`src/rtl/rv_pkg.sv`:
```
// rv_pkg: types and constants shared by the fetch stage and its neighbours.
package rv_pkg;

  typedef enum logic [0:0] {
    RUN  = 1'b0,
    HALT = 1'b1
  } fetch_state_t;

  localparam int PC_STEP = 4;
  localparam logic [31:0] RESET_PC_DEFAULT = 32'h0000_0000;

endpackage

```
`src/rtl/fetch_fifo.sv`:
```
// fetch_fifo: small power-of-two FIFO with synchronous flush and an occupancy count.
// The head is read straight from storage, so a push becomes visible one cycle later.
module fetch_fifo #(
  parameter int DEPTH = 2,
  parameter int WIDTH = 32
) (
  input  logic                     clk,
  input  logic                     rst,
  input  logic                     flush,
  input  logic                     push,
  input  logic [WIDTH-1:0]         push_data,
  input  logic                     pop,
  output logic [WIDTH-1:0]         head,
  output logic [$clog2(DEPTH):0]   count
);

  localparam int AW = $clog2(DEPTH);
  localparam logic [AW:0] FULL_CNT = (AW+1)'(DEPTH);

  logic [WIDTH-1:0] mem_r [DEPTH];
  logic [AW-1:0]    rd_ptr_r;
  logic [AW-1:0]    wr_ptr_r;
  logic [AW:0]      count_r;
  logic             push_s;
  logic             pop_s;

  // A pop on empty is ignored; a push on full is legal only alongside a pop.
  assign pop_s  = pop & (count_r != '0);
  assign push_s = push & ((count_r != FULL_CNT) | pop_s);
  assign head   = mem_r[rd_ptr_r];
  assign count  = count_r;

  // Storage, pointers and occupancy; flush empties the queue without touching storage
  always_ff @(posedge clk or posedge rst) begin
    if (rst) begin
      for (int i = 0; i < DEPTH; i++) begin
        mem_r[i] <= '0;
      end
      rd_ptr_r <= '0;
      wr_ptr_r <= '0;
      count_r  <= '0;
    end else if (flush) begin
      rd_ptr_r <= '0;
      wr_ptr_r <= '0;
      count_r  <= '0;
    end else begin
      if (push_s) begin
        mem_r[wr_ptr_r] <= push_data;
        wr_ptr_r        <= wr_ptr_r + 1'b1;
      end else begin
        wr_ptr_r <= wr_ptr_r;
      end
      if (pop_s) begin
        rd_ptr_r <= rd_ptr_r + 1'b1;
      end else begin
        rd_ptr_r <= rd_ptr_r;
      end
      case ({push_s, pop_s})
        2'b10:   count_r <= count_r + 1'b1;
        2'b01:   count_r <= count_r - 1'b1;
        default: count_r <= count_r;
      endcase
    end
  end

endmodule

```
`src/rtl/fetch_unit.sv`:
```
// fetch_unit: PC, credit-limited in-order instruction fetch, decode FIFO and branch redirect.
// Optional macro FETCH_ALIGN_CHECK_EN: a misaligned taken target sets misalign_err and halts fetch.
module fetch_unit
  import rv_pkg::*;
#(
  parameter int                    DATA_WIDTH = 32,
  parameter logic [DATA_WIDTH-1:0] RESET_PC   = RESET_PC_DEFAULT,
  parameter int                    DEPTH      = 2
) (
  input  logic                  clk,
  input  logic                  rst,
  output logic                  imem_req,
  output logic [DATA_WIDTH-1:0] imem_addr,
  input  logic                  imem_ready,
  input  logic                  imem_rvalid,
  input  logic [DATA_WIDTH-1:0] imem_rdata,
  input  logic                  branch,
  input  logic                  EQ,
  input  logic [DATA_WIDTH-1:0] branch_target,
  output logic                  instr_valid,
  output logic [DATA_WIDTH-1:0] instr,
  output logic [DATA_WIDTH-1:0] instr_pc,
  input  logic                  instr_ready,
  output logic                  misalign_err
);

  localparam int CW = $clog2(DEPTH) + 1;

  fetch_state_t            state_r;
  logic [DATA_WIDTH-1:0]   pc_r;
  logic [DATA_WIDTH-1:0]   target_s;
  logic [DATA_WIDTH-1:0]   tag_head_s;
  logic [2*DATA_WIDTH-1:0] instr_head_s;
  logic [CW-1:0]           discard_r;
  logic [CW-1:0]           discard_n_s;
  logic [CW-1:0]           fifo_count_s;
  logic [CW-1:0]           tag_count_s;
  logic                    acc_s;
  logic                    taken_s;
  logic                    ret_live_s;
  logic                    ret_disc_s;
  logic                    credit_s;
  logic                    misalign_s;

`ifdef FETCH_ALIGN_CHECK_EN
  logic misalign_r;

  assign target_s     = branch_target;
  assign misalign_s   = (branch_target[1:0] != 2'b00);
  assign misalign_err = misalign_r;
`else
  assign target_s     = branch_target & ~(DATA_WIDTH'(2'b11));
  assign misalign_s   = 1'b0;
  assign misalign_err = 1'b0;
`endif

  // The tag queue holds exactly the live outstanding fetches, so its count is the inflight credit.
  assign credit_s   = ((CW+1)'(fifo_count_s) + (CW+1)'(tag_count_s) + (CW+1)'(discard_r))
                      < (CW+1)'(DEPTH);
  assign imem_req   = ~rst & (state_r == RUN) & credit_s;
  assign imem_addr  = pc_r;
  assign acc_s      = imem_req & imem_ready;
  assign taken_s    = branch & EQ;
  assign ret_disc_s = imem_rvalid & (discard_r != '0);
  assign ret_live_s = imem_rvalid & (discard_r == '0);

  assign instr_valid = (fifo_count_s != '0);
  assign instr       = instr_head_s[2*DATA_WIDTH-1:DATA_WIDTH];
  assign instr_pc    = instr_head_s[DATA_WIDTH-1:0];

  // Stale responses still owed by memory after a redirect
  always_comb begin
    discard_n_s = discard_r;
    if (taken_s) begin
      discard_n_s = discard_r + tag_count_s + CW'(acc_s) - CW'(imem_rvalid);
    end else if (ret_disc_s) begin
      discard_n_s = discard_r - CW'(1'b1);
    end else begin
      discard_n_s = discard_r;
    end
  end

  // PC, discard credit and run/halt state
  always_ff @(posedge clk or posedge rst) begin
    if (rst) begin
      state_r    <= RUN;
      pc_r       <= RESET_PC;
      discard_r  <= '0;
`ifdef FETCH_ALIGN_CHECK_EN
      misalign_r <= 1'b0;
`endif
    end else begin
      discard_r <= discard_n_s;
      if (taken_s) begin
        pc_r <= target_s;
      end else if (acc_s) begin
        pc_r <= pc_r + DATA_WIDTH'(PC_STEP);
      end else begin
        pc_r <= pc_r;
      end
`ifdef FETCH_ALIGN_CHECK_EN
      if (taken_s & misalign_s) begin
        misalign_r <= 1'b1;
      end else begin
        misalign_r <= misalign_r;
      end
`endif
      case (state_r)
        RUN:     state_r <= (taken_s & misalign_s) ? HALT : RUN;
        HALT:    state_r <= HALT;
        default: state_r <= RUN;
      endcase
    end
  end

  fetch_fifo #(
    .DEPTH (DEPTH),
    .WIDTH (DATA_WIDTH)
  ) u_tag_q (
    .clk       (clk),
    .rst       (rst),
    .flush     (taken_s),
    .push      (acc_s),
    .push_data (pc_r),
    .pop       (ret_live_s),
    .head      (tag_head_s),
    .count     (tag_count_s)
  );

  fetch_fifo #(
    .DEPTH (DEPTH),
    .WIDTH (2*DATA_WIDTH)
  ) u_instr_q (
    .clk       (clk),
    .rst       (rst),
    .flush     (taken_s),
    .push      (ret_live_s),
    .push_data ({imem_rdata, tag_head_s}),
    .pop       (instr_ready),
    .head      (instr_head_s),
    .count     (fifo_count_s)
  );

endmodule

```
`config.mk`:
```
export PLATFORM = sky130hd
export DESIGN_NAME = fetch_unit
export DESIGN_NICKNAME = d
export VERILOG_FILES = /design/src/rtl/rv_pkg.sv /design/src/rtl/fetch_fifo.sv /design/src/rtl/fetch_unit.sv
export SDC_FILE = /design/constraint.sdc
export NUM_CORES = 1
export LEC_CHECK = 0
export CORE_MARGIN = 2
export CORE_UTILIZATION = 58
export DETAILED_ROUTE_END_ITERATION = 10
export PLACE_DENSITY = 0.86
export SLEW_MARGIN = 20
export SYNTH_ARGS = -nofsm -noshare
export SYNTH_HDL_FRONTEND = slang
export SYNTH_SLANG_ARGS = --single-unit
```
`constraint.sdc`:
```
create_clock -name clk -period 14.04 [get_ports clk]
set_input_delay 1.404 -clock clk [delete_from_list [all_inputs] [get_ports clk]]
set_output_delay 1.404 -clock clk [all_outputs]
set_load 0.01 [all_outputs]
```
==> results.json, run 1 <==
{
  "fp.coreArea_um2": 17900,
  "fin_setup_tns_ns": 0,
  "grt_util_all_layers_pct": 24.5,
  "fin_ws_ns": 9.81,
  "r2r_slack_ns": 10.41,
  "r2r_start": "u_instr_q.count[1]",
  "relSlewSlack_pct": 34.6,
  "worst_setup_path_end_kind": "output pin",
  "netlist_area_um2": 10600,
  "whs_ns": 0.500,
  "worstMarginPinSlew_ns": 0.981,
  "hold_path.class": "register to register",
  "cts_tree": "yes",
  "num_rows": 49,
  "clock_sinks": 224,
  "finalSetupViolations": 0,
  "pin_count": 170,
  "yosysUniqueCellTypes": 64,
  "critPathKind": "primary input to output pin",
  "r2r-end": "discard_r[1]",
  "cts_buffer_depth": 3,
  "avgRoutedWirePerCell_um": 18.8,
  "gp_congestion": 0.827,
  "r2r_cells": 13,
  "cts_resized": 0,
  "mostFrequentLayoutCells": "dfrtp_1, mux2_2, clkdlybuf4s50_1",
  "grt_pass1_vias": 7568,
  "crit_path_max_fanout": 5,
  "place_inst": 1215,
  "dpl_worst_slack_ns": 9.85,
  "ant_nets": 0,
  "min_to": "u_instr_q.mem_r[32]",
  "finalNonFillerCells": 1259,
  "antenna_found_initial": 0,
  "power.density_nw_per_um2": 223,
  "portBuffers": 162,
  "drc": 0,
  "area.growth.synth_to_final_pct": 24.1,
  "htreeDepth": 1,
  "vias_per_cell": 5.93,
  "async_flop_share_pct": 100,
  "grt_setup_unrepaired": "false",
  "synth_edf_count": 0,
  "first_pass_iters": 4,
  "insertion_delay_ns": 0.51,
  "yosysWarnings": 0,
  "synth_seq_area_share_pct": 53.0,
  "p_leak_nw": 5.39,
  "fp.dieH_um": 139,
  "netlist.area_leader.share_pct": 53.0,
  "crit_path_top_delay_cell": "clkdlybuf4s50_1",
  "maxSlewViolCount": 0,
  "overflow": 0,
  "fillers": 1197,
  "synthFlopType": "dfrtp_1",
  "drt-initial-drc-count": 452,
  "min_path_cells": 1,
  "cp.arrival_ns": 2.83,
  "maxCapViolations": 0,
  "layout_commonest_cell": "dfrtp_1",
  "status": "complete, no violations",
  "fin_skew_ns": 0.00916,
  "max_freq_mhz": 236,
  "start_util_pct": 59.1,
  "totalPowerFinal_w": 0.00293,
  "finalCritPeriodShare_pct": 30.1,
  "antenna_cells": 0,
  "ir_drop_mv": 0.137,
  "drive_above_1_share_pct": 25.1,
  "critPathMaxStageDelay_ns": 0.58,
  "avgSynthCellArea_um2": 12.1,
  "cts.reportedPaths.clkPinSlew_ns": 0.06,
  "grt_pass1_wl_um": 39000,
  "synth_area_leader_cell": "dfrtp_1",
  "path_delay_family": "buffers and inverters",
  "vias": 7461,
  "routed_wl_um": 23700,
  "crit_path_cell_trace": "clkdlybuf4s50_1 -> nor3_1 -> clkdlybuf4s50_1",
  "path_common_cell": "clkdlybuf4s50_1",
  "crit_path_start_kind": "primary input",
  "syn_inst": 876,
  "cts_made_buffers": 24,
  "grt_max_degree": 137,
  "cts_setup_buffers": 0,
  "synth.area.top_cells": "dfrtp_1, mux2_2, mux2_4",
  "hold_buffers": 0,
  "worstPathBufferInverterCount": 2,
  "hold_viol_final": 0,
  "fin_crit_ns": 4.23,
  "postSynthRegisterBits": 224,
  "dp_hpwl_um": 15200,
  "dieArea_um2": 19300,
  "nets": 1091,
  "clockRootBuffer": "clkbuf_16",
  "crit_required_ns": 12.64,
  "die_w_um": 139,
  "hold_start": "u_instr_q.mem_r[32]"
}
==> per-stage QoR <==
| stage | area, um^2 | util [%] |
|---|---|---|
| 2_1_floorplan | 10600 | - |
| 5_1_grt | 13100 | 73.4 |
| 3_3_place_gp | 12300 | 68.5 |
| 3_5_place_dp | 12300 | 68.5 |
| 4_1_cts | 13100 | 73.3 |
| 6_report | 13100 | 73.4 |
==> cell usage after synthesis, drive strengths merged (10+ instances only) <==
library cell and instances:
dfrtp 224, mux2 187, nor2 81, a21oi 65, buf 41, mux2i 32, nand2 26, clkbuf 21
or4 19, o21ai 17, nand3 16, a31oi 15, inv 13, nand4 12, o31ai 10, xor2 10
==> layer usage <==
metal	track usage, %	up-vias	routed length (um)
li1	-	3424	-
met1	34.9	3760	10700
met2	40.0	242	11400
met3	3.59	35	1230
met4	6.11	0	412
met5	0	-	0
==> registers in the layout, indices dropped and copies added, names as in the netlist <==
name and flops:
u_instr_q.rd_ptr_r 1, u_tag_q.count 2, u_instr_q.mem_r 124, u_tag_q.wr_ptr_r 1, imem_addr 30, u_instr_q.count 2, u_tag_q.rd_ptr_r 1, u_tag_q.mem_r 60
u_instr_q.wr_ptr_r 1, discard_r 2
==> layout make-up <==
class / count / area [um^2] / share of cell area, %
Sequential cell: 224 / 5610 / 42.7
Multi-Input combinational cell: 579 / 4630 / 35.3
Timing Repair Buffer: 170 / 1690 / 12.8
Clock buffer: 28 / 647 / 4.93
Tap cell: 229 / 287 / 2.18
Clock inverter: 16 / 219 / 1.67
Inverter: 13 / 56.3 / 0.429
==> cell families after synthesis <==
logic type	Yosys count	synth area share, %
other	1	0.0354
xor gates and xnor gates	16	1.40
and+or+nand+nor	198	9.74
buffers and inverters	77	3.59
DFF	224	53.0
adders and majority gates	8	1.09
muxes	219	23.7
AOI/OAI and AO/OA	133	7.47
==> worst reg2reg max path: stages (launching register included) <==
cell and delay (ns):
dfrtp_1 0.45, inv_1 0.11, fa_1 0.52, inv_1 0.04, ha_1 0.33, or3b_2 0.51
nor2_1 0.27, inv_1 0.12, ha_1 0.29, inv_1 0.05, fa_1 0.37, xor2_1 0.21
xnor2_1 0.14, o21ai_0 0.08
==> how the worst max path moves through the flow <==
stage	from	end	slack, ns	cells past startpoint
finish	rst	imem_req	9.81	3
global route	u_instr_q.count[1]	imem_req	9.66	7
CTS	u_instr_q.rd_ptr_r	instr_pc[13]	9.83	3
detailed placement	rst	imem_req	9.85	3
global placement	rst	imem_req	9.79	3
floorplan	rst	discard_r[0]	6.50	1
==> power by group <==
part,switching (W),internal [W]
registers,0.000206,0.000930
clock network,0.000260,0.000424
logic,0.000454,0.000658
total,0.000920,0.00201
Note: power is estimated with default switching activity, not from simulation.
==> run 2, diff against run 1 <==
- CORE_UTILIZATION: 58 -> 54
- PLACE_DENSITY: 0.86 -> 0.8
- clock period: 14.04 -> 4.42 ns (I/O delays scaled with it)
==> results.json, run 2 (synthesized netlist as in run 1, its figures left out) <==
{
  "max_freq_mhz": 281,
  "antenna_cells": 0,
  "grt_setup_unrepaired": "false",
  "fp.coreArea_um2": 19300,
  "overflow": 0,
  "fin_crit_ns": 3.55,
  "insertion_delay_ns": 0.50,
  "crit_required_ns": 4.77,
  "hold_path.class": "primary input to asynchronous set/reset pin",
  "status": "complete, no violations",
  "vias": 7355,
  "nets": 1093,
  "regMostFlops": "u_instr_q.mem_r",
  "finalCritPeriodShare_pct": 80.4,
  "cts_buffer_depth": 3,
  "worst_setup_path_end_kind": "register",
  "drive_above_1_share_pct": 24.6,
  "power_frac_comb_pct": 39.6,
  "drt-initial-drc-count": 352,
  "pin_count": 170,
  "mostFrequentLayoutCells": "dfrtp_1, mux2_2, clkdlybuf4s50_1",
  "r2r-end": "discard_r[1]",
  "p_sw_share_pct": 31.5,
  "cts.reportedPaths.clkPinSlew_ns": 0.06,
  "layout_commonest_cell": "dfrtp_1",
  "hold_viol_final": 0,
  "internal_power_w": 0.00621,
  "grt_pass1_wl_um": 38200,
  "clock_sinks": 224,
  "fp.dieH_um": 144,
  "antenna_found_initial": 0,
  "fin_setup_tns_ns": 0,
  "vias_per_cell": 5.69,
  "first_pass_iters": 5,
  "cp.arrival_ns": 3.90,
  "ant_nets": 0,
  "r2r_slack_ns": 0.87,
  "hold_buffers": 0,
  "portBuffers": 162,
  "p_leak_nw": 5.37,
  "totalPowerFinal_w": 0.00906,
  "r2r_start": "u_instr_q.count[1]",
  "final_area_um2": 13200,
  "finalSetupViolations": 0,
  "maxCapViolations": 0,
  "power.density_nw_per_um2": 689,
  "grt_util_all_layers_pct": 23.0,
  "clockRootBuffer": "clkbuf_16",
  "dieArea_um2": 20700,
  "grt_pass1_vias": 7394,
  "crit_path_start_kind": "register",
  "fin_skew_ns": 0.00695,
  "largest_reg_flops": 124,
  "cts_made_buffers": 24,
  "crit_path_end": "discard_r[1]",
  "avgRoutedWirePerCell_um": 18.2,
  "cts_tree": "yes",
  "cts_resized": 0,
  "fillers": 1450,
  "relSlewSlack_pct": 44.4,
  "seqPwrFrac_pct": 39.4,
  "grt_max_degree": 93,
  "start_util_pct": 54.7,
  "finalCoreUtilization_pct": 68.1,
  "num_rows": 51,
  "gp_congestion": 0.837,
  "die_w_um": 144,
  "r2r_cells": 13,
  "dp_hpwl_um": 15200,
  "cp-startpoint": "u_instr_q.count[1]",
  "routed_wl_um": 23500,
  "area.growth.synth_to_final_pct": 24.4,
  "htreeDepth": 1,
  "ir_drop_mv": 0.318,
  "postPlaceCellArea_um2": 12400,
  "worstMarginPinSlew_ns": 0.831,
  "maxSlewViolCount": 0,
  "drc": 0,
  "crit_path_max_fanout": 7,
  "p_switching_w": 0.00286,
  "p_clk_share_pct": 21.0,
  "cts_setup_buffers": 0,
  "critPathKind": "register to register"
}
-- run 2: cell type report --
class / instances / area (um^2) / area share [%]
Inverter: 13 / 52.6 / 0.399
Clock inverter: 3 / 15.0 / 0.114
Timing Repair Buffer: 172 / 1780 / 13.6
Sequential cell: 224 / 5610 / 42.6
Tap cell: 265 / 332 / 2.52
Clock buffer: 37 / 741 / 5.63
Multi-Input combinational cell: 579 / 4630 / 35.2
-- run 2: through the flow --
stage	std cells	hold WS [ns]	worst slack, ns
after floorplan	880	0.475	1.05
after global placement	1252	0.482	0.960
after detailed placement	1252	0.490	0.901
after CTS	1292	0.481	0.861
after global routing	1293	0.395	0.649
final	1293	0.392	0.866
-- run 2: worst max-delay path: stages, from the launching register on --
cell and delay, ns:
dfrtp_1 0.42, inv_1 0.10, fa_1 0.51, inv_1 0.04, ha_1 0.33, or3b_2 0.51, nor2_1 0.23, inv_1 0.10
ha_1 0.29, inv_1 0.05, fa_1 0.38, xor2_1 0.20, xnor2_1 0.14, o21ai_0 0.09
-- run 2: power groups by stage --
stage / logic [W] / clock network, W / registers, W
floorplan: 0.00234 / 0 / 0.00336
global placement: 0.00350 / 0 / 0.00353
detailed placement: 0.00358 / 0 / 0.00359
CTS: 0.00362 / 0.00194 / 0.00357
global route: 0.00389 / 0.00204 / 0.00370
finish: 0.00359 / 0.00190 / 0.00357
-- run 2: layer usage --
| metal | global-route usage, % | share of wire [%] | vias to the layer above |
|---|---|---|---|
| met4 | 5.99 | 1.6 | 0 |
| met3 | 3.25 | 5.4 | 26 |
| met1 | 32.9 | 46 | 3693 |
| met5 | 0 | 0 | - |
| li1 | - | - | 3428 |
| met2 | 37.1 | 47 | 208 |
-- run 2: worst min-delay path by stage --
stage                                endpoint                start  slack [ns]  depth (start not counted)
after floorplan           u_instr_q.mem_r[59]  u_instr_q.mem_r[59]        0.47                          1
after global placement    u_instr_q.mem_r[35]  u_instr_q.mem_r[35]        0.48                          1
after detailed placement  u_instr_q.mem_r[39]  u_instr_q.mem_r[39]        0.49                          1
after CTS                        imem_addr[7]     branch_target[7]        0.48                          3
after global routing            imem_addr[10]                  rst        0.39                          2
final                           imem_addr[10]                  rst        0.39                          2
==> run 3, diff against run 2 <==
- clock period: 4.42 -> 3.35 ns (I/O delays scaled with it)
==> results.json, run 3 (synthesized netlist as in run 1, its figures left out) <==
{
  "mostFrequentLayoutCells": "dfrtp_1, mux2_2, clkdlybuf4s50_1",
  "crit_path_max_fanout": 3,
  "worst_setup_path_end_kind": "register",
  "seq_area_um2": 5610,
  "cts_tree": "yes",
  "cts_buffer_depth": 3,
  "dp_hpwl_um": 15200,
  "fin_skew_ns": 0.00714,
  "antenna_found_initial": 0,
  "fin_crit_ns": 3.18,
  "grtUsageMet3_pct": 3.58,
  "maxCapViolations": 0,
  "die_w_um": 144,
  "cp.arrival_ns": 3.53,
  "vias": 7385,
  "crit_required_ns": 3.70,
  "finalCritPeriodShare_pct": 94.9,
  "r2r_slack_ns": 0.17,
  "grt_util_met2_pct": 37.5,
  "avgRoutedWirePerCell_um": 18.0,
  "crit_path_start_kind": "register",
  "status": "complete, no violations",
  "hold_viol_final": 0,
  "multi_input_area_um2": 4630,
  "place_inst": 1263,
  "layout_commonest_cell": "dfrtp_1",
  "pin_count": 170,
  "largest_reg_flops": 124,
  "critPathKind": "register to register",
  "p_leak_nw": 5.49,
  "dpl_worst_slack_ns": 0.0600,
  "totalPowerFinal_w": 0.0125,
  "ir_drop_mv": 0.494,
  "finalSetupViolations": 0,
  "area.growth.synth_to_final_pct": 26.7,
  "drc": 0,
  "grt_pass1_vias": 7303,
  "finalCoreUtilization_pct": 69.4,
  "path_common_cell": "inv_1",
  "critPathMaxStageDelay_ns": 0.53,
  "dieArea_um2": 20700,
  "portBuffers": 162,
  "ant_nets": 0,
  "first_pass_iters": 5,
  "finalNonFillerCells": 1309,
  "drive_above_1_share_pct": 26.1,
  "crit_path_cell_trace": "inv_1 -> fa_1 -> inv_1 -> ha_1 -> or3b_4 -> nor2_2 -> inv_1 -> ha_1 -> inv_1 -> fa_1 -> xor2_1 -> xnor2_1 -> o21ai_0",
  "insertion_delay_ns": 0.51,
  "crit_path_top_delay_cell": "fa_1",
  "fin_setup_tns_ns": 0,
  "grt_max_degree": 93,
  "grt.busiest_layer": "met2",
  "htreeDepth": 1,
  "maxSlewViolCount": 0,
  "start_util_pct": 54.7,
  "nets": 1105,
  "clock_sinks": 224,
  "regMostFlops": "u_instr_q.mem_r",
  "vias_per_cell": 5.64,
  "drt-initial-drc-count": 388,
  "overflow": 0,
  "num_rows": 51,
  "hold_path.class": "primary input to asynchronous set/reset pin",
  "worstMarginPinSlew_ns": 0.822,
  "fp.dieH_um": 144,
  "max_freq_mhz": 315,
  "grt_util_all_layers_pct": 22.9,
  "routed_wl_um": 23600,
  "grt_pass1_wl_um": 37800,
  "cts_made_buffers": 24,
  "clockRootBuffer": "clkbuf_16",
  "antenna_cells": 0,
  "r2r_cells": 13,
  "r2r_start": "discard_r[1]",
  "cts.reportedPaths.clkPinSlew_ns": 0.06,
  "fin_ws_ns": 0.171,
  "fillers": 1394,
  "relSlewSlack_pct": 45.0,
  "gp_congestion": 0.827,
  "grt_use_met1_pct": 32.4,
  "r2r-end": "discard_r[1]",
  "fp.coreArea_um2": 19300,
  "power.density_nw_per_um2": 929
}
[run 3: changes by cell type in the layout (fill, tap and decap cells not counted), sizes merged]
cell and change:
clkinv -1, bufinv +4, buf +12, clkinvlp +1
[run 3: power by group]
part           switching [W]  internal (W)
Sequential          0.000777       0.00390
Combinational        0.00202       0.00285
Clock                0.00104       0.00187
[run 3: critical path, delay by kind of cell (launching register included)]
| family | cells | cell delay, ns |
|---|---|---|
| AO/OA/AOI/OAI | 1 | 0.08 |
| XOR/XNOR | 2 | 0.31 |
| AND/OR/NAND/NOR | 2 | 0.57 |
| flip-flops | 1 | 0.36 |
| buffers and inverters | 4 | 0.24 |
| adder cells (fa/ha/maj) | 4 | 1.46 |
[run 3: worst max-delay path by stage]
stage	start	end	slack [ns]	depth (start not counted)
4_1_cts	discard_r[1]	discard_r[1]	0.04	13
5_1_grt	discard_r[1]	discard_r[1]	-0.007	13
2_1_floorplan	u_instr_q.count[1]	discard_r[1]	0.08	13
3_5_place_dp	discard_r[1]	discard_r[1]	0.06	13
6_report	discard_r[1]	discard_r[1]	0.17	13
3_3_place_gp	discard_r[1]	discard_r[1]	0.12	13
[run 3: metal layers]
metal / vias to the layer above / wire, um / part of all wire, %
li1: 3442 / - / -
met1: 3682 / 10700 / 45
met2: 229 / 11100 / 47
met3: 32 / 1300 / 5.5
met4: 0 / 427 / 1.8
met5: - / 0 / 0
[run 3: per-stage QoR]
step / hold slack [ns] / instance area (um^2)
CTS: 0.338 / 13400
global placement: 0.482 / 12500
detailed placement: 0.491 / 12500
finish: 0.350 / 13400
global route: 0.390 / 13400
floorplan: 0.451 / 10600
[run 3: cell type report]
type | count | share of cell area (%)
clock buffers | 37 | 5.67
clock inverters | 7 | 1.03
inverters | 13 | 0.392
multi-input cells | 579 | 34.6
flip-flops and latches | 224 | 41.8
well taps | 265 | 2.47
repair buffers | 184 | 14.1
[run 3: repair_timing]
action | in CTS | in global routing
setup endpoints to repair | 0 | 1
hold buffers | 0 | 0
buffers inserted | 0 | 2
resized for setup | 0 | 2
